File: src/rtl/ps2_key_flags.sv
// ---------------------------------------------------------------------------
// ps2_key_flags
//   Receives PS/2 scan-code-set-2 frames from a keyboard and keeps a bitmap of
//   the keys the overlay/aim mixer cares about (held = 1).
//
// Ports
//   clk           system clock
//   reset         synchronous, active-high reset
//   ps2_clk       raw PS/2 clock pin (asynchronous)
//   ps2_data      raw PS/2 data pin (asynchronous)
//   keyboard_data held-key flags: 0 W, 1 A, 2 S, 3 D, 4 L, 5 F1, 6 F2, 7 F3
//   scan_code     last correctly received byte
//   key_valid     one-cycle pulse when scan_code updates
//   frame_error   one-cycle pulse on parity, stop-bit or timeout error
//   dbg_state     receiver FSM state (0 IDLE, 1 DATA, 2 PARITY, 3 STOP)
//
// Handshake: key_valid / frame_error are single-cycle strobes with no ready
// back-pressure; the consumer must sample them in the cycle they are high.
// scan_code and keyboard_data hold their value between strobes.
// ---------------------------------------------------------------------------
module ps2_key_flags #(
  parameter int CLK_FREQ   = 100_000_000,
  parameter int FILTER_LEN = 8,
  parameter int TIMEOUT_US = 2000
) (
  input  logic       clk,
  input  logic       reset,
  input  logic       ps2_clk,
  input  logic       ps2_data,
  output logic [7:0] keyboard_data,
  output logic [7:0] scan_code,
  output logic       key_valid,
  output logic       frame_error,
  output logic [1:0] dbg_state
);

  // Timeout length in system clock cycles, computed in 64 bits to avoid
  // overflow of TIMEOUT_US * CLK_FREQ.
  localparam logic [63:0]      TO_CYC_L = (64'(TIMEOUT_US) * 64'(CLK_FREQ)) / 64'd1_000_000;
  localparam int               TO_W     = $clog2(TO_CYC_L + 64'd1);
  localparam logic [TO_W-1:0]  TO_CYC   = TO_W'(TO_CYC_L);
  localparam int               FW       = $clog2(FILTER_LEN + 1);
  localparam logic [FW-1:0]    FL_LAST  = FW'(FILTER_LEN - 1);

  typedef enum logic [1:0] {
    S_IDLE   = 2'd0,
    S_DATA   = 2'd1,
    S_PARITY = 2'd2,
    S_STOP   = 2'd3
  } state_t;

  // Synchronisers (idle bus level is high)
  logic r_clk_s1, r_clk_s2, r_data_s1, r_data_s2;

  // Clock glitch filter
  logic [FW-1:0] r_filt_cnt;
  logic          r_filt, r_filt_d;
  logic          w_fall;

  // Receiver
  state_t          r_state, w_next;
  logic [7:0]      r_shift;
  logic [2:0]      r_bit_cnt;
  logic            r_parity;
  logic [TO_W-1:0] r_to_cnt;
  logic            w_timeout;
  logic            w_start, w_shift, w_par_cap, w_stop_fall;
  logic            w_frame_ok, w_frame_bad;

  // Decoder
  logic       r_brk, r_ext;
  logic       w_map_hit;
  logic [2:0] w_map_idx;

  always_ff @(posedge clk) begin
    if (reset) begin
      r_clk_s1  <= 1'b1;
      r_clk_s2  <= 1'b1;
      r_data_s1 <= 1'b1;
      r_data_s2 <= 1'b1;
    end else begin
      r_clk_s1  <= ps2_clk;
      r_clk_s2  <= r_clk_s1;
      r_data_s1 <= ps2_data;
      r_data_s2 <= r_data_s1;
    end
  end

  // The filtered clock flips only once FILTER_LEN consecutive samples have
  // disagreed with it; any agreeing sample restarts the count.
  always_ff @(posedge clk) begin
    if (reset) begin
      r_filt_cnt <= '0;
      r_filt     <= 1'b1;
      r_filt_d   <= 1'b1;
    end else begin
      r_filt_d <= r_filt;
      if (r_clk_s2 == r_filt) begin
        r_filt_cnt <= '0;
      end else if (r_filt_cnt == FL_LAST) begin
        r_filt     <= ~r_filt;
        r_filt_cnt <= '0;
      end else begin
        r_filt_cnt <= r_filt_cnt + 1'b1;
      end
    end
  end

  assign w_fall = r_filt_d & ~r_filt;

  // Cycles since the last falling edge; only counts while a frame is open.
  always_ff @(posedge clk) begin
    if (reset || (r_state == S_IDLE) || w_fall) begin
      r_to_cnt <= '0;
    end else if (r_to_cnt != TO_CYC) begin
      r_to_cnt <= r_to_cnt + 1'b1;
    end
  end

  assign w_timeout = (r_state != S_IDLE) && !w_fall && (r_to_cnt == TO_CYC);

  // FSM: state register
  always_ff @(posedge clk) begin
    if (reset) r_state <= S_IDLE;
    else       r_state <= w_next;
  end

  // FSM: next state
  always_comb begin
    w_next = r_state;
    case (r_state)
      S_IDLE: begin
        // A fall with data high is a bad start; ignore it silently.
        if (w_fall && !r_data_s2) w_next = S_DATA;
      end
      S_DATA: begin
        if (w_timeout)                        w_next = S_IDLE;
        else if (w_fall && r_bit_cnt == 3'd7) w_next = S_PARITY;
      end
      S_PARITY: begin
        if (w_timeout)   w_next = S_IDLE;
        else if (w_fall) w_next = S_STOP;
      end
      S_STOP: begin
        if (w_timeout || w_fall) w_next = S_IDLE;
      end
      default: w_next = S_IDLE;
    endcase
  end

  // FSM: outputs (datapath strobes)
  always_comb begin
    w_start     = 1'b0;
    w_shift     = 1'b0;
    w_par_cap   = 1'b0;
    w_stop_fall = 1'b0;
    w_frame_ok  = 1'b0;
    w_frame_bad = 1'b0;
    case (r_state)
      S_IDLE:   w_start     = w_fall && !r_data_s2;
      S_DATA:   w_shift     = w_fall;
      S_PARITY: w_par_cap   = w_fall;
      S_STOP:   w_stop_fall = w_fall;
      default:  ;
    endcase
    // Odd parity over data + parity bit, and stop bit must be high.
    w_frame_ok  = w_stop_fall && (^{r_shift, r_parity}) && r_data_s2;
    w_frame_bad = w_stop_fall && !w_frame_ok;
  end

  assign dbg_state = r_state;

  // Shift register, LSB arrives first.
  always_ff @(posedge clk) begin
    if (reset) begin
      r_shift   <= '0;
      r_bit_cnt <= '0;
      r_parity  <= 1'b0;
    end else if (w_timeout) begin
      r_shift   <= '0;
      r_bit_cnt <= '0;
    end else begin
      if (w_start) begin
        r_shift   <= '0;
        r_bit_cnt <= '0;
      end
      if (w_shift) begin
        r_shift   <= {r_data_s2, r_shift[7:1]};
        r_bit_cnt <= r_bit_cnt + 3'd1;
      end
      if (w_par_cap) r_parity <= r_data_s2;
    end
  end

  always_comb begin
    w_map_hit = 1'b1;
    w_map_idx = 3'd0;
    case (r_shift)
      8'h1D:   w_map_idx = 3'd0;
      8'h1C:   w_map_idx = 3'd1;
      8'h1B:   w_map_idx = 3'd2;
      8'h23:   w_map_idx = 3'd3;
      8'h4B:   w_map_idx = 3'd4;
      8'h05:   w_map_idx = 3'd5;
      8'h06:   w_map_idx = 3'd6;
      8'h04:   w_map_idx = 3'd7;
      default: w_map_hit = 1'b0;
    endcase
  end

  // Decoder: the completed byte in r_shift is acted on in the stop-fall
  // cycle, so every output lands exactly one cycle later.
  always_ff @(posedge clk) begin
    if (reset) begin
      keyboard_data <= '0;
      scan_code     <= '0;
      key_valid     <= 1'b0;
      frame_error   <= 1'b0;
      r_brk         <= 1'b0;
      r_ext         <= 1'b0;
    end else begin
      key_valid   <= w_frame_ok;
      frame_error <= w_frame_bad | w_timeout;
      if (w_frame_bad || w_timeout) begin
        // A broken frame may have been part of a prefix sequence; drop it.
        r_brk <= 1'b0;
        r_ext <= 1'b0;
      end else if (w_frame_ok) begin
        scan_code <= r_shift;
        if (r_shift == 8'hF0) begin
          r_brk <= 1'b1;
        end else if (r_shift == 8'hE0) begin
          r_ext <= 1'b1;
        end else if (r_ext) begin
          // Extended keys are not mapped; just consume the prefixes.
          r_ext <= 1'b0;
          r_brk <= 1'b0;
        end else begin
          if (w_map_hit) keyboard_data[w_map_idx] <= ~r_brk;
          r_brk <= 1'b0;
        end
      end
    end
  end

endmodule

File: config.mk
export PLATFORM = sky130hd
export DESIGN_NAME = ps2_key_flags
export DESIGN_NICKNAME = d
export VERILOG_FILES = /design/src/rtl/ps2_key_flags.sv
export SDC_FILE = /design/constraint.sdc
export NUM_CORES = 1
export LEC_CHECK = 0
export CELL_PAD_IN_SITES_DETAIL_PLACEMENT = 1
export CELL_PAD_IN_SITES_GLOBAL_PLACEMENT = 1
export CORE_MARGIN = 2
export CORE_UTILIZATION = 44
export CTS_CLUSTER_SIZE = 20
export DETAILED_ROUTE_END_ITERATION = 8
export PLACE_DENSITY_LB_ADDON = 0.25
export REMOVE_ABC_BUFFERS = 1
export SETUP_SLACK_MARGIN = 0.2
export SYNTH_ARGS = -nofsm -noshare
export SYNTH_HDL_FRONTEND = slang
export SYNTH_SLANG_ARGS = --single-unit
export TNS_END_PERCENT = 10
File: constraint.sdc
create_clock -name clk -period 2.2 [get_ports clk]
set_input_delay 0.22 -clock clk [delete_from_list [all_inputs] [get_ports clk]]
set_output_delay 0.22 -clock clk [all_outputs]
set_load 0.1 [all_outputs]
==> qor.log, run 1 <==
INFO  placed_design  area_of_placed_instances=3080um2
INFO  power          swShare=20.9%
INFO  timing         fin_crit=1.99ns
INFO  global_routing antenna_found_initial=0
INFO  global_routing gr-total-overflow=0
INFO  die            dieArea=6990um2
INFO  timing         setup_ws=0.205ns
INFO  cts            ctsLongestPathBuffers=2
INFO  cts            clkLatencyLatePin=0.33ns
INFO  timing         slew_headroom=48.0%
INFO  timing         rsz0062_at_grt=true
INFO  global_routing met2_usage=30.3%
INFO  drt            drtIter0Drc=133
INFO  cts            cts_root_buf=sky130_fd_sc_hd__clkbuf_8
INFO  layout         final_cell_count_no_fill=421
INFO  power          intPower=1.72mW
INFO  worst_setup_path cp.arrival=2.21ns
INFO  synth          synthDominantAreaCellType=sky130_fd_sc_hd__dfxtp_1
INFO  run_status     status=finished clean
INFO  die            floorplan.die.height=83.6um
INFO  die            core.rowCount=28
INFO  layout         layout.core_utilization=55.5%
INFO  synth          synth-warning-count=0
INFO  synth          synth_cell_types=42
INFO  min_path       hold_depth=1
INFO  synth          asyncSetResetFlopFracSynth=0%
INFO  power          power_density=650nW/um2
INFO  drt            antenna_violating_nets_post_route=0
INFO  synth          count_of_flip_flops_with_a_built_in_enable_after_synthesis=0
INFO  worst_setup_path critical_path.startpoint_type=flip-flop
INFO  timing         setup_viol=0
INFO  power          p_sw=0.454mW
INFO  layout         most_common_cell_after_layout_fill_and_taps_aside=sky130_fd_sc_hd__dfxtp_1
INFO  layout         finalNetCount=350
INFO  placed_design  dp.cells=404
INFO  die            initial_utilization=46.2%
INFO  global_routing grt_max_degree=28
INFO  global_routing groute.usage.overall=20.2%
INFO  cts            cts_made_buffers=9
INFO  drt            drt_wl_cell=15.8um
INFO  timing         hold_viol=0
INFO  synth          netlist_area=2790um2
INFO  synth          ys_top_cells_by_area=sky130_fd_sc_hd__dfxtp_1 (45%), sky130_fd_sc_hd__nor2_1 (5.4%), sky130_fd_sc_hd__mux2i_1 (4.0%)
INFO  drt            detail_route.vias_per_cell=5.44
INFO  die            ioPinCount=24
INFO  cts            cts_sinks=62
INFO  timing         finalMaxSlewViolations=0
INFO  worst_setup_path timing.setup.critical_path_class=flip-flop to flip-flop
INFO  worst_setup_path critical_path_peak_fanout=5
INFO  layout         final_layout_size_suffix_gt1_share=18.8%
INFO  layout         diodes=0
INFO  global_routing top_usage_layer=met2
INFO  timing         timing_limited_maximum_frequency=0.501GHz
INFO  timing         period_share=90.7%
INFO  layout         mostFrequentLayoutCells=sky130_fd_sc_hd__dfxtp_1 (61), sky130_fd_sc_hd__nor2_1 (40), sky130_fd_sc_hd__buf_4 (33)
INFO  drt            vias=2291
INFO  timing         worst_pin_slew=0.774ns
INFO  power          ir_worst_vdd=0.378mV
INFO  cts            worst_setup_hold_path_clk_slew=0.07ns
INFO  drt            detailedRoute.firstPassIterationCount=4
INFO  drt            drc=0
INFO  cts            clock_tree_from_tritoncts=yes
INFO  power          power.sequential.fraction=51.9%
INFO  die            die-width=83.6um
INFO  synth          synth_cells=310
INFO  placed_design  port_buffers=23
INFO  layout         flow.area_growth_from_synthesis=20.0%
INFO  power          power.share.combinational=1.5%
INFO  power          static_leakage=1.20nW
INFO  global_routing globalRouteMet3Util=3.86%
INFO  cts            post_cts_hold_fix_bufs=0
INFO  timing         fin_setup_tns=0ns
INFO  layout         fin_area=3340um2
INFO  global_routing use_met1=28.2%
INFO  worst_setup_path rr_worst_depth=6
INFO  worst_setup_path worst_setup_path_end_kind=flip-flop
INFO  global_routing first_global_vias=2340
INFO  synth          post-synth-top-area-fraction=44.5%
INFO  min_path       timing.hold.worst.class=flip-flop to flip-flop
INFO  placed_design  gp_routability_congestion=0.822
INFO  worst_setup_path critical_path_required=2.41ns
INFO  cts            htreeDepth=3
INFO  synth          ys_dominant_reg_cell=sky130_fd_sc_hd__dfxtp_1
INFO  synth          sequential_element_share_of_the_synthesized_area=44.5%
INFO  drt            routed_wl=6.67mm
INFO  timing         worst_clock_skew=0.00650ns
INFO  placed_design  placement.setup.worst_slack=0.00140ns
INFO  die            core_area=6030um2
INFO  run            max_cap_viol_count=0
INFO  synth          synthesis.area_per_instance=8.99um2
INFO  placed_design  dp_hpwl=4.62mm
INFO  power          clockPowerShare=46.5%
INFO  global_routing grt_first_pass_wirelength=11.5mm
INFO  synth          synthesis_stage_register_bit_count=62
## state kept, by name (all words and copies together) (netlist names), 2 cells and up
register / flops
scan_code: 8
dbg_state: 2
r_bit_cnt: 3
r_filt_cnt: 4
keyboard_data: 8
r_shift: 8
r_to_cnt: 18
## final cells by class
type	instances	area, um2
Clock inverter	4	45.0
Sequential cell	62	1240
Multi-Input combinational cell	220	1470
Inverter	11	41.3
Fill cell	714	2680
Tap cell	75	93.8
Timing Repair Buffer	37	298
Clock buffer	12	155
## per-stage QoR
step	total power, mW	hold WS [ns]
floorplan	1.16	0.289
global placement	1.18	0.398
detailed placement	1.18	0.403
CTS	2.20	0.420
global route	2.25	0.431
finish	2.17	0.409
## routing by layer
layer,share of wire (%),vias to the layer above
li1,-,1149
met1,51,1103
met2,46,31
met3,2.6,8
met4,1.3,0
met5,0,-
## power groups by stage
stage          registers (mW)  clock network (mW)  logic, mW
2_1_floorplan            1.15                   0    0.00901
3_3_place_gp             1.15                   0     0.0272
3_5_place_dp             1.15                   0     0.0277
4_1_cts                  1.13                1.04     0.0326
5_1_grt                  1.13                1.09     0.0368
6_report                 1.13                1.01     0.0337
## logic make-up after synthesis
logic type,synth area share [%]
buffers and inverters,4.40
multiplexers,3.95
AND/OR/NAND/NOR,25.4
AO/OA/AOI/OAI,10.2
XOR/XNOR,9.25
flip-flops,44.5
adder cells (fa/ha/maj),2.25
## repair_timing
| item | in CTS | in global routing |
|---|---|---|
| cloned | 0 | 0 |
| resized for setup | 3 | 6 |
| setup buffers | 1 | 0 |
| pin swaps | 1 | 1 |
| endpoints found under the setup margin | 18 | 20 |
## final timing paths
path,endpoint,slack (ns),from
hold reg to reg,r_clk_s2$_SDFF_PP1_,0.41,r_clk_s1$_SDFF_PP1_
hold / removal,r_clk_s2$_SDFF_PP1_,0.41,r_clk_s1$_SDFF_PP1_
setup / recovery,r_brk$_SDFFE_PP0P_,0.21,r_to_cnt[3]$_SDFFE_PP0P_
setup reg to reg,r_brk$_SDFFE_PP0P_,0.21,r_to_cnt[3]$_SDFFE_PP0P_
## synth_stat cells (2+ instances only)
master	n
sky130_fd_sc_hd__or2_2	5
sky130_fd_sc_hd__nor3_1	11
sky130_fd_sc_hd__or4_1	2
sky130_fd_sc_hd__nor4bb_1	3
sky130_fd_sc_hd__nand3b_1	2
sky130_fd_sc_hd__inv_1	10
sky130_fd_sc_hd__mux2i_1	11
sky130_fd_sc_hd__o31ai_1	2
sky130_fd_sc_hd__and3_1	3
sky130_fd_sc_hd__xnor2_1	11
sky130_fd_sc_hd__dfxtp_1	62
sky130_fd_sc_hd__ha_1	5
sky130_fd_sc_hd__a22oi_1	10
sky130_fd_sc_hd__a21oi_1	19
sky130_fd_sc_hd__nor4_1	5
sky130_fd_sc_hd__o21ai_1	10
sky130_fd_sc_hd__nand2_1	14
sky130_fd_sc_hd__nor4b_1	4
sky130_fd_sc_hd__clkbuf_1	13
sky130_fd_sc_hd__buf_6	2
sky130_fd_sc_hd__nand2b_1	4
sky130_fd_sc_hd__nand3_1	19
sky130_fd_sc_hd__or3_1	6
sky130_fd_sc_hd__nor2_1	40
sky130_fd_sc_hd__o21ai_0	5
sky130_fd_sc_hd__nand4b_1	3
sky130_fd_sc_hd__nand4_1	4
sky130_fd_sc_hd__xor2_1	8
sky130_fd_sc_hd__buf_2	2
sky130_fd_sc_hd__xnor3_2	2
sky130_fd_sc_hd__and4b_1	2
## critical path, cell delays in order, from the launching register on
cell and delay, ns:
sky130_fd_sc_hd__dfxtp_1 0.35, sky130_fd_sc_hd__or4_1 0.53, sky130_fd_sc_hd__or3_1 0.38, sky130_fd_sc_hd__o31ai_4 0.25, sky130_fd_sc_hd__buf_4 0.17, sky130_fd_sc_hd__a21oi_1 0.06
sky130_fd_sc_hd__a21boi_1 0.14
Note: power is estimated with default switching activity, not from simulation.
==> run 2: changes to the inputs <==
--- a/config.mk
+++ b/config.mk
@@ -9,6 +9,7 @@
 export CELL_PAD_IN_SITES_GLOBAL_PLACEMENT = 1
 export CORE_MARGIN = 2
 export CORE_UTILIZATION = 44
+export CTS_BUF_LIST = sky130_fd_sc_hd__clkbuf_16
 export CTS_CLUSTER_SIZE = 20
 export DETAILED_ROUTE_END_ITERATION = 8
 export PLACE_DENSITY_LB_ADDON = 0.25
==> qor.log, run 2 (synthesized netlist as in run 1, its figures left out) <==
INFO  timing         setup_viol=0 [unchanged]
INFO  worst_setup_path timing.setup.critical_path_class=flip-flop to flip-flop
INFO  placed_design  port_buffers=23 [unchanged]
INFO  layout         finalNetCount=353 [+0.86%]
INFO  cts            htreeDepth=3 [unchanged]
INFO  cts            ctsLongestPathBuffers=2 [unchanged]
INFO  die            floorplan.die.height=83.6um [unchanged]
INFO  worst_setup_path worst-path-buf-inv=1 [unchanged]
INFO  die            core_area=6030um2 [unchanged]
INFO  global_routing grt_max_degree=28 [unchanged]
INFO  cts            post_cts_hold_fix_bufs=0 [unchanged]
INFO  placed_design  placement.setup.worst_slack=0.00140ns [unchanged]
INFO  global_routing grt_first_pass_wirelength=11.6mm [+1.6%]
INFO  power          post-layout-total-power=2.51mW [+15%]
INFO  timing         hold_viol=0 [unchanged]
INFO  drt            drtIter0Drc=120 [-9.8%]
INFO  timing         period_share=90.5% [-0.20 points]
INFO  timing         slew_headroom=47.3% [-0.71 points]
INFO  drt            vias=2342 [+2.2%]
INFO  layout         layout.core_utilization=57.8% [+2.3 points]
INFO  die            ioPinCount=24 [unchanged]
INFO  timing         finalMaxSlewViolations=0 [unchanged]
INFO  layout         mostFrequentLayoutCells=sky130_fd_sc_hd__dfxtp_1 (61), sky130_fd_sc_hd__nor2_1 (40), sky130_fd_sc_hd__buf_4 (33)
INFO  worst_setup_path cp_top_family=XOR/XNOR gates
INFO  drt            antenna_violating_nets_post_route=0 [unchanged]
INFO  worst_setup_path crit_chain=xnor3_2 > xnor3_2 > buf_12 > nor4_2 > mux2i_1 > nor2_1
INFO  worst_setup_path crit_path_max_incr_delay=0.46ns [-0.07 ns]
INFO  worst_setup_path path_common_cell=sky130_fd_sc_hd__xnor3_2
INFO  global_routing first_global_vias=2373 [+1.4%]
INFO  timing         worst_pin_slew=0.785ns [+0.0105 ns]
INFO  cts            clkLatencyLatePin=0.32ns [about the same]
INFO  cts            clock_tree_from_tritoncts=yes
INFO  power          static_leakage=1.27nW [+5.4%]
INFO  global_routing groute.usage.overall=20.6% [+0.38 points]
INFO  worst_setup_path critical_path_required=2.40ns [about the same]
INFO  cts            cts_made_buffers=9 [unchanged]
INFO  placed_design  dp_hpwl=4.62mm [unchanged]
INFO  power          power_density=720nW/um2 [+11%]
INFO  timing         worst_clock_skew=0.00402ns [-0.00247 ns]
INFO  run_status     status=finished clean
INFO  layout         top_register_by_number_of_flip_flops=r_to_cnt
INFO  power          ir_worst_vdd=0.552mV [+46%]
INFO  min_path       timing.hold.worst.class=flip-flop to flip-flop
INFO  die            core.rowCount=28 [unchanged]
INFO  layout         diodes=0 [unchanged]
INFO  layout         most_common_cell_after_layout_fill_and_taps_aside=sky130_fd_sc_hd__dfxtp_1
INFO  drt            drc=0 [unchanged]
INFO  drt            detailedRoute.firstPassIterationCount=4 [unchanged]
INFO  worst_setup_path cp.arrival=2.19ns [-0.02 ns]
INFO  worst_setup_path worst_setup_path_end_kind=flip-flop
INFO  layout         largest_register_ffs=18 [unchanged]
INFO  die            dieArea=6990um2 [unchanged]
INFO  die            die-width=83.6um [unchanged]
INFO  cts            cts_sinks=62 [unchanged]
INFO  layout         flow.area_growth_from_synthesis=25.1%
INFO  drt            detail_route.vias_per_cell=5.52 [+1.5%]
INFO  worst_setup_path critical_path_peak_fanout=5 [unchanged]
INFO  run            max_cap_viol_count=0 [unchanged]
INFO  worst_setup_path crit_slowest_cell=sky130_fd_sc_hd__xnor3_2
INFO  placed_design  gp_routability_congestion=0.822 [unchanged]
INFO  timing         timing_limited_maximum_frequency=0.502GHz [+0.22%]
INFO  drt            drt_wl_cell=16.6um [+4.7%]
INFO  worst_setup_path critical_path.startpoint_type=flip-flop
INFO  cts            cts_root_buf=sky130_fd_sc_hd__clkbuf_16
INFO  timing         rsz0062_at_grt=true
INFO  cts            worst_setup_hold_path_clk_slew=0.05ns [-0.02 ns]
INFO  global_routing gr-total-overflow=0 [unchanged]
INFO  global_routing antenna_found_initial=0 [unchanged]
INFO  layout         final_layout_size_suffix_gt1_share=19.2% [+0.41 points]
INFO  timing         fin_crit=1.99ns [-0.00433 ns]
INFO  timing         setup_ws=0.210ns [+0.00433 ns]
INFO  die            initial_utilization=46.2% [unchanged]
INFO  drt            routed_wl=7.03mm [+5.4%]
run 2: cell count changes in the layout (fill, tap and decap cells not counted):
cell,delta
sky130_fd_sc_hd__inv_1,+1
sky130_fd_sc_hd__buf_6,+1
sky130_fd_sc_hd__xnor2_2,+1
sky130_fd_sc_hd__clkbuf_8,-11
sky130_fd_sc_hd__clkbuf_16,+9
sky130_fd_sc_hd__clkinv_1,+2
sky130_fd_sc_hd__buf_12,+2
sky130_fd_sc_hd__xnor2_1,-1
sky130_fd_sc_hd__clkbuf_1,-1
run 2: worst paths after layout:
path	start	end	slack (ns)	cells past startpoint
max reg2reg	r_shift[3]$_SDFFE_PP0P_	keyboard_data[2]$_SDFFE_PP0P_	0.21	6
min reg2reg	r_clk_s1$_SDFF_PP1_	r_clk_s2$_SDFF_PP1_	0.41	1
min	r_clk_s1$_SDFF_PP1_	r_clk_s2$_SDFF_PP1_	0.41	1
max	r_shift[3]$_SDFFE_PP0P_	keyboard_data[2]$_SDFFE_PP0P_	0.21	6
run 2: worst register-to-register path, cell delays in order (launching register included):
cell                      delay (ns)
sky130_fd_sc_hd__dfxtp_1        0.34
sky130_fd_sc_hd__xnor3_2        0.46
sky130_fd_sc_hd__xnor3_2        0.30
sky130_fd_sc_hd__buf_12         0.17
sky130_fd_sc_hd__nor4_2         0.30
sky130_fd_sc_hd__mux2i_1        0.23
sky130_fd_sc_hd__nor2_1         0.07
run 2: routing by layer:
metal	global-route usage [%]	share of wire, %
met2	31.7	46
met1	28.6	51
met5	0	0
met4	8.80	1.3
met3	3.17	2.0
run 2: report_power, final:
group,total [mW],switching [mW],leakage [nW],internal [mW]
Combinational,0.0361,0.0190,0.621,0.0171
Sequential,1.13,0.00327,0.501,1.13
Clock,1.34,0.483,0.145,0.857
run 2: layout make-up:
cell class	instances	area [um2]
Clock inverter	7	56.3
Fill cell	700	2540
Tap cell	75	93.8
Multi-Input combinational cell	220	1480
Sequential cell	62	1240
Clock buffer	9	225
Inverter	11	41.3
Timing Repair Buffer	40	349
run 2: metrics by stage:
step | TNS, ns | cells | hold WS [ns] | area (um2)
after CTS | 0 | 422 | 0.417 | 3410
after detailed placement | 0 | 404 | 0.403 | 3080
after global routing | 0 | 424 | 0.432 | 3480
after floorplan | -1.79 | 293 | 0.289 | 2710
final | 0 | 424 | 0.414 | 3480
after global placement | 0 | 404 | 0.398 | 3080
run 2: timing repair:
item                                   4_1_cts  5_1_grt
gates resized for setup                      3        8
setup endpoints to repair                   17       22
pin swaps                                    1        1
endpoints found under the hold margin        0        0
setup buffers                                2        2
==> run 3: changes to the inputs <==
--- a/config.mk
+++ b/config.mk
@@ -7,9 +7,8 @@
 export LEC_CHECK = 0
 export CELL_PAD_IN_SITES_DETAIL_PLACEMENT = 1
 export CELL_PAD_IN_SITES_GLOBAL_PLACEMENT = 1
-export CORE_MARGIN = 2
-export CORE_UTILIZATION = 44
-export CTS_BUF_LIST = sky130_fd_sc_hd__clkbuf_16
+export CORE_UTILIZATION = 46
+export CTS_BUF_LIST = sky130_fd_sc_hd__clkbuf_8
 export CTS_CLUSTER_SIZE = 20
 export DETAILED_ROUTE_END_ITERATION = 8
 export PLACE_DENSITY_LB_ADDON = 0.25
==> qor.log, run 3 (synthesized netlist as in run 1, its figures left out) <==
INFO  run_status     status=finished clean
INFO  drt            routed_wl=8.42mm [+20%]
INFO  timing         timing_limited_maximum_frequency=0.470GHz [-6.4%]
INFO  timing         rsz0062_at_grt=true
INFO  cts            cts_root_buf=sky130_fd_sc_hd__clkbuf_8
INFO  die            ioPinCount=24 [unchanged]
INFO  worst_setup_path critical_path.startpoint_type=flip-flop
INFO  worst_setup_path critical_path_required=2.46ns [+0.06 ns]
INFO  worst_setup_path regToRegEndpoint=scan_code[7]$_SDFFE_PP0P_
INFO  drt            detailedRoute.firstPassIterationCount=4 [unchanged]
INFO  worst_setup_path crit_slowest_cell=sky130_fd_sc_hd__xnor3_2
INFO  worst_setup_path rr_worst_depth=6 [unchanged]
INFO  power          intPower=1.57mW [-22%]
INFO  worst_setup_path cp.arrival=2.39ns [+0.20 ns]
INFO  cts            clkLatencyLatePin=0.34ns [+0.02 ns]
INFO  worst_setup_path critical_path_peak_fanout=8 [+3]
INFO  cts            worst_setup_hold_path_clk_slew=0.07ns [+0.02 ns]
INFO  worst_setup_path worstSetupPathDepth=6 [unchanged]
INFO  layout         flow.area_growth_from_synthesis=24.0%
INFO  worst_setup_path crit_chain=xnor3_2 > xnor3_2 > buf_6 > xor2_4 > nand3_1 > a21oi_1
INFO  global_routing antenna_found_initial=0 [unchanged]
INFO  worst_setup_path reg2reg_slack=0.07ns [-0.14 ns]
INFO  placed_design  port_buffers=23 [unchanged]
INFO  timing         fin_crit=2.13ns [+0.136 ns]
INFO  layout         mostFrequentLayoutCells=sky130_fd_sc_hd__dfxtp_1 (58), sky130_fd_sc_hd__nor2_1 (40), sky130_fd_sc_hd__buf_4 (31)
INFO  power          p_sw=0.456mW [-9.9%]
INFO  power          power.sequential.fraction=55.9% [+11 points]
INFO  die            initial_utilization=49.1% [+2.9 points]
INFO  global_routing grt_max_degree=28 [unchanged]
INFO  die            floorplan.die.height=79.8um [-4.5%]
INFO  layout         finalNetCount=353 [unchanged]
INFO  drt            antenna_violating_nets_post_route=0 [unchanged]
INFO  placed_design  dp.cells=399 [-1.2%]
INFO  timing         setup_ws=0.0735ns [-0.136 ns]
INFO  layout         final_layout_size_suffix_gt1_share=24.4% [+5.2 points]
INFO  min_path       timing.hold.worst.class=flip-flop to flip-flop
INFO  cts            cts_made_buffers=9 [unchanged]
INFO  worst_setup_path worst-path-buf-inv=1 [unchanged]
INFO  timing         finalMaxSlewViolations=0 [unchanged]
INFO  layout         layout.core_utilization=60.9% [+3.1 points]
INFO  placed_design  dp_hpwl=4.81mm [+4.1%]
INFO  timing         period_share=96.7% [+6.2 points]
INFO  layout         top_register_by_number_of_flip_flops=r_to_cnt
INFO  timing         worst_pin_slew=0.787ns [+0.00261 ns]
INFO  worst_setup_path cp_top_family=XOR/XNOR gates
INFO  worst_setup_path worst_setup_path_end_kind=flip-flop
INFO  timing         worst_clock_skew=0.00635ns [+0.00233 ns]
INFO  global_routing gr-total-overflow=0 [unchanged]
INFO  timing         hold_ws=0.415ns [+0.00139 ns]
INFO  worst_setup_path critical_path.reg2reg.startpoint=r_parity$_SDFFE_PP0P_
INFO  cts            ctsLongestPathBuffers=2 [unchanged]
INFO  drt            drc=0 [unchanged]
INFO  worst_setup_path timing.setup.critical_path_class=flip-flop to flip-flop
INFO  timing         fin_setup_tns=0ns [unchanged]
INFO  drt            drtIter0Drc=176 [+47%]
INFO  drt            detail_route.vias_per_cell=5.92 [+7.1%]
INFO  die            dieArea=6370um2 [-8.8%]
INFO  timing         slew_headroom=47.3% [about the same]
INFO  layout         most_common_cell_after_layout_fill_and_taps_aside=sky130_fd_sc_hd__dfxtp_1
INFO  placed_design  area_of_placed_instances=3060um2 [-0.61%]
INFO  layout         fin_area=3460um2 [-0.83%]
INFO  die            core.rowCount=27 [-3.6%]
INFO  cts            post_cts_hold_fix_bufs=0 [unchanged]
INFO  min_path       hold-path-endpoint=r_data_s2$_SDFF_PP1_
INFO  die            die-width=79.8um [-4.5%]
INFO  power          power_density=585nW/um2 [-19%]
INFO  power          swShare=22.5% [+2.4 points]
INFO  power          clockPowerShare=42.4% [-11 points]
INFO  cts            cts_sinks=62 [unchanged]
INFO  min_path       holdCritStartpoint=r_data_s1$_SDFF_PP1_
INFO  layout         diodes=0 [unchanged]
INFO  power          static_leakage=1.22nW [-3.7%]
INFO  global_routing grt_first_pass_wirelength=11.9mm [+2.1%]
INFO  layout         final_cell_count_no_fill=421 [-0.71%]
INFO  drt            vias=2491 [+6.4%]
INFO  global_routing first_global_vias=2414 [+1.7%]
INFO  timing         setup_viol=0 [unchanged]
INFO  global_routing groute.usage.overall=24.7% [+4.2 points]
INFO  placed_design  placement.setup.worst_slack=0.0978ns [+0.0964 ns]
INFO  cts            clock_tree_from_tritoncts=yes
INFO  timing         hold_viol=0 [unchanged]
INFO  placed_design  gp_routability_congestion=0.804 [-2.2%]
INFO  power          post-layout-total-power=2.02mW [-19%]
INFO  layout         largest_register_ffs=18 [unchanged]
INFO  run            max_cap_viol_count=0 [unchanged]
INFO  power          power.share.combinational=1.8% [+0.4 points]
INFO  die            core_area=5680um2 [-5.8%]
INFO  drt            drt_wl_cell=20.0um [+21%]
INFO  cts            htreeDepth=3 [unchanged]
INFO  worst_setup_path path_common_cell=sky130_fd_sc_hd__xnor3_2
INFO  min_path       hold_depth=1 [unchanged]
INFO  worst_setup_path crit_path_max_incr_delay=0.50ns [+0.04 ns]
INFO  power          ir_worst_vdd=0.419mV [-24%]
==> run 3: cell count changes in the layout (fill, tap and decap cells not counted), moves of 4 or more <==
cell	previous run	this run
sky130_fd_sc_hd__buf_6	1	5
sky130_fd_sc_hd__o21ai_2	0	6
sky130_fd_sc_hd__clkbuf_16	9	0
sky130_fd_sc_hd__nor4_4	0	4
sky130_fd_sc_hd__clkbuf_8	0	10
sky130_fd_sc_hd__o21ai_1	11	4
==> run 3: power by group through the flow <==
stage	Sequential (mW)	Clock (mW)	Combinational, mW
floorplan	1.15	0	0.00901
global placement	1.15	0	0.0267
detailed placement	1.15	0	0.0273
CTS	1.13	0.873	0.0327
global route	1.13	0.924	0.0379
finish	1.13	0.857	0.0356
==> run 3: how the worst max path moves through the flow <==
stage,startpoint,end,slack [ns]
4_1_cts,r_to_cnt[9]$_SDFFE_PP0P_,r_brk$_SDFFE_PP0P_,0.17
3_3_place_gp,r_to_cnt[9]$_SDFFE_PP0P_,r_brk$_SDFFE_PP0P_,0.16
5_1_grt,r_parity$_SDFFE_PP0P_,scan_code[7]$_SDFFE_PP0P_,0.009
6_report,r_parity$_SDFFE_PP0P_,scan_code[7]$_SDFFE_PP0P_,0.07
3_5_place_dp,r_to_cnt[9]$_SDFFE_PP0P_,r_brk$_SDFFE_PP0P_,0.1
2_1_floorplan,dbg_state[0]$_SDFFE_PP0P_,keyboard_data[2]$_SDFFE_PP0P_,-0.22
==> run 3: area by class of cell <==
type / count / area [um2]
Clock inverter: 6 / 28.8
Inverter: 11 / 41.3
Timing Repair Buffer: 40 / 339
Tap cell: 72 / 90.1
Clock buffer: 10 / 138
Sequential cell: 62 / 1250
Multi-Input combinational cell: 220 / 1570
Fill cell: 674 / 2220
==> run 3: routing by layer <==
metal,vias up,share of wire [%],GRT usage [%]
met5,-,0,0
met4,0,2.4,6.25
met1,1249,43,31.2
li1,1159,-,-
met3,18,4.1,8.23
met2,65,50,40.3
==> run 3: what timing repair did <==
action                     4_1_cts  5_1_grt
gates resized for setup          5       33
setup endpoints to repair       12       30
pin swaps                        1        7
cloned                           0        1
buffers inserted                 2        3
